**src/rtl/regfile_pkg.sv**
```systemverilog
// Shared constants and types for the multi-port integer register file.
package regfile_pkg;

    localparam int XLEN_DEF  = 16;
    localparam int NREGS_DEF = 8;

    typedef logic [$clog2(NREGS_DEF)-1:0] reg_addr_t;
    typedef logic [XLEN_DEF-1:0]          xlen_t;

endpackage

```
**src/rtl/regfile_scoreboard.sv**
```systemverilog
// Busy-bit scoreboard: one bit per register marking an in-flight writer.
// Priority per register: flush clears, then issue sets, then writeback clears.
module regfile_scoreboard
    import regfile_pkg::*;
#(
    parameter int NREGS  = NREGS_DEF,
    parameter int NUM_RD = 2,
    localparam int AW    = $clog2(NREGS)
) (
    input  logic                 clk,
    input  logic                 rst_n,
    input  logic                 issue_en_i,
    input  logic [AW-1:0]        issue_rd_i,
    input  logic                 flush_i,
    input  logic                 clr0_en_i,
    input  logic [AW-1:0]        clr0_addr_i,
    input  logic                 clr1_en_i,
    input  logic [AW-1:0]        clr1_addr_i,
    input  logic [NUM_RD*AW-1:0] rd_addr_i,
    output logic [NUM_RD-1:0]    busy_o
);

    logic [NREGS-1:0] busy_q;
    logic [NREGS-1:0] busy_d;

    always_comb begin
        busy_d = busy_q;
        for (int r = 1; r < NREGS; r++) begin
            if (flush_i) begin
                busy_d[r] = 1'b0;
            end else if (issue_en_i && (issue_rd_i == AW'(r))) begin
                // A new producer supersedes a same-cycle writeback of the old one.
                busy_d[r] = 1'b1;
            end else if ((clr0_en_i && (clr0_addr_i == AW'(r))) ||
                         (clr1_en_i && (clr1_addr_i == AW'(r)))) begin
                busy_d[r] = 1'b0;
            end
        end
        busy_d[0] = 1'b0;
    end

    always_ff @(posedge clk or negedge rst_n) begin
        if (!rst_n) begin
            busy_q <= '0;
        end else begin
            busy_q <= busy_d;
        end
    end

    always_comb begin
        busy_o = '0;
        for (int k = 0; k < NUM_RD; k++) begin
            busy_o[k] = busy_q[rd_addr_i[k*AW +: AW]];
        end
    end

endmodule

```
**src/rtl/regfile_mp.sv**
```systemverilog
// Multi-port register file, two write ports (port 1 wins on conflict), r0 hardwired to zero.
// Optional write-through bypass on read ports is enabled by defining REGFILE_BYPASS_EN.
module regfile_mp
    import regfile_pkg::*;
#(
    parameter int XLEN   = XLEN_DEF,
    parameter int NREGS  = NREGS_DEF,
    parameter int NUM_RD = 2,
    localparam int AW    = $clog2(NREGS)
) (
    input  logic                   clk,
    input  logic                   rst_n,
    input  logic                   we0_i,
    input  logic [AW-1:0]          wa0_i,
    input  logic [XLEN-1:0]        wd0_i,
    input  logic                   we1_i,
    input  logic [AW-1:0]          wa1_i,
    input  logic [XLEN-1:0]        wd1_i,
    input  logic [NUM_RD*AW-1:0]   rs_addr_i,
    output logic [NUM_RD*XLEN-1:0] rs_data_o,
    output logic [NUM_RD-1:0]      rs_busy_o,
    input  logic                   issue_en_i,
    input  logic [AW-1:0]          issue_rd_i,
    input  logic                   flush_i
);

    logic [XLEN-1:0]   mem_q [NREGS];
    logic [XLEN-1:0]   mem_d [NREGS];
    logic [NUM_RD-1:0] sb_busy;

    always_comb begin
        mem_d = mem_q;
        for (int r = 1; r < NREGS; r++) begin
            if (we1_i && (wa1_i == AW'(r))) begin
                mem_d[r] = wd1_i;
            end else if (we0_i && (wa0_i == AW'(r))) begin
                mem_d[r] = wd0_i;
            end
        end
        mem_d[0] = '0;
    end

    always_ff @(posedge clk or negedge rst_n) begin
        if (!rst_n) begin
            for (int r = 0; r < NREGS; r++) begin
                mem_q[r] <= '0;
            end
        end else begin
            mem_q <= mem_d;
        end
    end

    regfile_scoreboard #(
        .NREGS  (NREGS),
        .NUM_RD (NUM_RD)
    ) u_scoreboard (
        .clk         (clk),
        .rst_n       (rst_n),
        .issue_en_i  (issue_en_i),
        .issue_rd_i  (issue_rd_i),
        .flush_i     (flush_i),
        .clr0_en_i   (we0_i),
        .clr0_addr_i (wa0_i),
        .clr1_en_i   (we1_i),
        .clr1_addr_i (wa1_i),
        .rd_addr_i   (rs_addr_i),
        .busy_o      (sb_busy)
    );

    for (genvar k = 0; k < NUM_RD; k++) begin : g_rd
        logic [AW-1:0] ra;
        assign ra = rs_addr_i[k*AW +: AW];
`ifdef REGFILE_BYPASS_EN
        logic hit0;
        logic hit1;
        logic issue_hit;
        assign hit0      = we0_i && (wa0_i == ra) && (ra != '0);
        assign hit1      = we1_i && (wa1_i == ra) && (ra != '0);
        assign issue_hit = issue_en_i && !flush_i && (issue_rd_i == ra);
        assign rs_data_o[k*XLEN +: XLEN] = hit1 ? wd1_i : (hit0 ? wd0_i : mem_q[ra]);
        // A same-cycle writeback hides busy unless a new producer is issuing now.
        assign rs_busy_o[k] = ((hit0 || hit1) && !issue_hit) ? 1'b0 : sb_busy[k];
`else
        assign rs_data_o[k*XLEN +: XLEN] = mem_q[ra];
        assign rs_busy_o[k] = sb_busy[k];
`endif
    end

endmodule

```
**config.mk**
```make
export PLATFORM = sky130hd
export DESIGN_NAME = regfile_mp
export DESIGN_NICKNAME = d
export VERILOG_FILES = /design/src/rtl/regfile_pkg.sv /design/src/rtl/regfile_scoreboard.sv /design/src/rtl/regfile_mp.sv
export SDC_FILE = /design/constraint.sdc
export NUM_CORES = 1
export LEC_CHECK = 0
export CORE_ASPECT_RATIO = 1.1
export CORE_UTILIZATION = 40
export DETAILED_ROUTE_END_ITERATION = 7
export SKIP_LAST_GASP = 1
export SYNTH_ARGS = -nofsm -noshare
export SYNTH_HDL_FRONTEND = slang
export SYNTH_HIERARCHICAL = 1
export SYNTH_SLANG_ARGS = --single-unit
```
**constraint.sdc**
```tcl
create_clock -name clk -period 4 [get_ports clk]
set_input_delay 0.6 -clock clk [delete_from_list [all_inputs] [get_ports clk]]
set_output_delay 0.6 -clock clk [all_outputs]
set_load 0.01 [all_outputs]
```
==> results <==
- Traced cell by cell, the critical path runs through buf_2 > and2b_1 > a22oi_1 > o21ai_0 > clkdlybuf4s50_1.
- Entering global routing, the biggest net connects 72 pins.
- The final critical-path share of the clock period is 86.0%.
- The cell type of the slowest stage on the worst timing path is sky130_fd_sc_hd__and2b_1.
- The placed instances occupy a cell area of 0.00858 sq mm.
- The element type at the critical path start is an input port.
- The type of destination of the critical path is an output pin.
- The worst setup skew after layout is 0 ns.
- The detailed-route vias per instance is 5.91.
- The detailed router finished its first iteration with 616 violations.
- Of all flip-flops after synthesis, the portion carrying an async set or reset was 100%.
- The clock buffer count from CTS is 17.
- The wire length of the first global-routing pass is 36,300 um.
- In the synthesized netlist, the number of instances is 738.
- The number of detailed-routing iterations run before antenna repair is 5.
- In this run the tightest slew margin relative to its limit is 36.7%.
- After synthesis the netlist holds a flip-flop and latch count of 119.
- The cell depth of the worst flop-to-flop path is 2.
- The final weighted congestion in routability-driven placement is 0.787.
- The later pin in the worst-skew pair is clocked with a latency of 0.41 ns.
- The total routing usage reported by global routing is 24.5%.
- The capture point of the worst path is rs_data_o[16].
- In this run the standard cell core region covers 0.0185 sq mm.
- OpenSTA, run right after detailed placement, puts the worst setup slack at 0.666 ns.
- The via total after detailed routing is 6,284.
- The final critical path time including I/O delays and setup is 3.44 ns.
- The aggregate routed wire length is 23,000 um.
- In this run the worst setup path begins at rs_addr_i[4].
- The sum of negative setup slack is 0 ns.
- The H-tree was split into 4 levels.
- The synthesized net count is 791.
- The most heavily used metal layer in global routing is met2.
- After the last flow step, the layout net total stands at 864.
- The min-delay analysis places its worst path in the category input port to asynchronous set/reset pin.
- The reg-to-reg critical path endpoint is mem_q[81].
- Setup violations remaining at the end of the flow were counted as 0.
- The post-synthesis instance area is 0.00765 sq mm.
- Sorting the synthesized cells by how often they occur yields 119 x sky130_fd_sc_hd__dfrtp_1, 114 x sky130_fd_sc_hd__mux2i_1, 81 x sky130_fd_sc_hd__a21oi_1, 71 x sky130_fd_sc_hd__nand2_1, 64 x sky130_fd_sc_hd__nor2_1.
- The most repeated cell in the gate-level netlist after synthesis is sky130_fd_sc_hd__dfrtp_1.
- The tree is rooted in a sky130_fd_sc_hd__clkbuf_16.
- The number of resized instances in the post-cts repair step is 0.
- Clock-pin slew was measured on the worst setup and hold paths at 0.05 ns.
- For the pin with the worst max-slew slack, the measured transition is 0.949 ns.
- The worst setup slack for register-to-register paths is 3.18 ns.
- The buffer levels on the longest clock path is 2.
- The hold buffer count at CTS is 0.
- The total power density per cell area is 465 mW/mm^2.
- After synthesis, the largest area contributor takes up 38.9% of total cell area.
- The per-cell routed wire length is 21.6 um.
- The post-detailed-route DRC marker count is 0.
- The final count of hold timing violations is 0.
- Global routing used 38.9% of the available met2 tracks.
- Sorting the synthesized cells by area gives the leading types as sky130_fd_sc_hd__dfrtp_1 39%, sky130_fd_sc_hd__mux2i_1 15%, sky130_fd_sc_hd__mux4_2 9.7%.
- The CTS tree is yes.
- For this run, global-route usage on met1 was measured as 33.2%.
- The total number of placement rows is 52.
- The width of the die is 134 um.
- The setup path with the least slack is of type input port to output pin.
- The average instance in the mapped netlist occupies 10.4 sq um.
- The count of final max-slew check failures is 0.
- The number of nets with antenna violations after routing is 0.
- The sequential element share of the synthesized area is 38.9%.
- The critical path's largest stage delay is 0.75 ns.
- The share of cells above drive strength 1 is 15.5%.
- The worst supply voltage drop on vdd is 0.350 mV.
- The number of enable-type register cells in the synthesized netlist is 0.
- 0 antenna diodes ended up in the layout.
- The maximum fanout along the worst path is 15.
- After routing the design area is 0.00914 sq mm.
- The initial cell density of the core is 41.3%.
- Across the run, the number of max-cap violations was 0.
- Setup repair after global routing left no endpoint under its margin.
- The top-level port count is 87.
- Across all setup checks in the final design, the least slack found is 0.560 ns.
- The run finished with clean final reports.
- Yosys printed 6 warnings.
- Measured along the y axis, the die boundary spans 147 um.
- The via count of the first global-routing pass came to 6,320.
- The number of buffer cells added on primary ports is 86.
- Timing would allow up to 291 MHz.
- The analysis attributes to cell leakage a power of 0.00393 uW.
- The number of antenna violations at the first check in global routing came to 0.
- The HPWL after detailed placement is 14,500 um.
- The floorplan step defined a die boundary enclosing 0.0197 sq mm.
- The startpoint of the most critical register-to-register path is mem_q[81].
- The most used flip-flop cell after synthesis is sky130_fd_sc_hd__dfrtp_1.
- The number of sinks handled by clock tree synthesis is 119.
- The buffers inserted during post-CTS setup optimization is 0.
- The data required time of the worst path is 3.40 ns.
- The distinct cell type count of the synthesized netlist is 40.
- Summed over all instances, the cell type with the most area after synthesis is sky130_fd_sc_hd__dfrtp_1.
- The total grt overflow is 0.
- From synthesis to final layout, the design area changed by 19.4%.
- The data arrival time at the worst-slack endpoint is 2.84 ns.
- In the global route stage, met3 resource usage came out at 4.55%.
## worst min-delay path by stage
| stage | slack, ns | end | from |
|---|---|---|---|
| 2_1_floorplan | 0.30 | mem_q[0] | rst_n |
| 3_3_place_gp | 0.54 | u_scoreboard/busy_q[3] | u_scoreboard/busy_q[3] |
| 3_5_place_dp | 0.54 | u_scoreboard/busy_q[6] | u_scoreboard/busy_q[6] |
| 4_1_cts | 0.36 | mem_q[102] | rst_n |
| 5_1_grt | 0.39 | mem_q[104] | rst_n |
| 6_report | 0.33 | mem_q[104] | rst_n |
## cells by family (layout without fill, tap and decap cells)
| group | after synthesis | in the layout | synth area share (%) |
|---|---|---|---|
| AO/OA/AOI/OAI | 189 | 189 | 13.9 |
| buffers and inverters | 76 | 158 | 6.51 |
| flip-flops | 119 | 119 | 38.9 |
| multiplexers | 181 | 181 | 29.8 |
| AND/OR/NAND/NOR | 173 | 173 | 10.9 |
## through the flow
| stage | instances | power, uW | utilization [%] | hold WS, ns |
|---|---|---|---|---|
| 4_1_cts | 1063 | 4270 | 49.3 | 0.360 |
| 3_5_place_dp | 1035 | 2770 | 46.2 | 0.539 |
| 6_report | 1063 | 4240 | 49.3 | 0.332 |
| 2_1_floorplan | 738 | 2320 | - | 0.304 |
| 3_3_place_gp | 1035 | 2720 | 46.2 | 0.536 |
| 5_1_grt | 1063 | 4460 | 49.3 | 0.393 |
## placed cells by master, fill, tap and decap left out, types with 5 or more instances in the layout
cell type / count
sky130_fd_sc_hd__o21ai_1: 45
sky130_fd_sc_hd__mux2_2: 33
sky130_fd_sc_hd__nand4b_1: 12
sky130_fd_sc_hd__a22oi_1: 16
sky130_fd_sc_hd__inv_1: 16
sky130_fd_sc_hd__clkbuf_16: 17
sky130_fd_sc_hd__a21oi_1: 81
sky130_fd_sc_hd__nand4_1: 5
sky130_fd_sc_hd__nand2_1: 71
sky130_fd_sc_hd__mux4_2: 33
sky130_fd_sc_hd__o21ai_0: 25
sky130_fd_sc_hd__mux2i_1: 114
sky130_fd_sc_hd__buf_4: 27
sky130_fd_sc_hd__clkdlybuf4s50_1: 81
sky130_fd_sc_hd__nor2_1: 64
sky130_fd_sc_hd__dfrtp_1: 119
sky130_fd_sc_hd__a221oi_1: 15
## layout make-up
cell class | instances | area, sq um
Fill cell | 1655 | 9410
Multi-Input combinational cell | 543 | 4180
Sequential cell | 119 | 2980
Timing Repair Buffer | 113 | 1050
Clock buffer | 24 | 492
Tap cell | 243 | 304
Clock inverter | 4 | 70.1
Inverter | 17 | 63.8
## metal layers
metal  share of wire, %  vias up  routed length [um]
met5                  0        -                   0
met4                2.0        0                 458
met3                6.0       33                1390
met2                 49      264               11100
met1                 43     3110                9960
li1                   -     2877                   -
## power by group
group	switching, uW	leakage, uW	internal, uW	total, uW
clock	517	0.000278	965	1480
combinational	500	0.00225	604	1100
sequential	196	0.00141	1460	1660
## worst max-delay path, delay by kind of cell
family,cells,cell delay (ns)
and+or+nand+nor,1,0.75
AOI/OAI and AO/OA,2,0.54
buffers and inverters,2,0.95
## flip-flops by register name (all words and copies together), names as in the netlist
signal               count
u_scoreboard/busy_q      7
mem_q                  112
(Power assumes the default switching activity.)
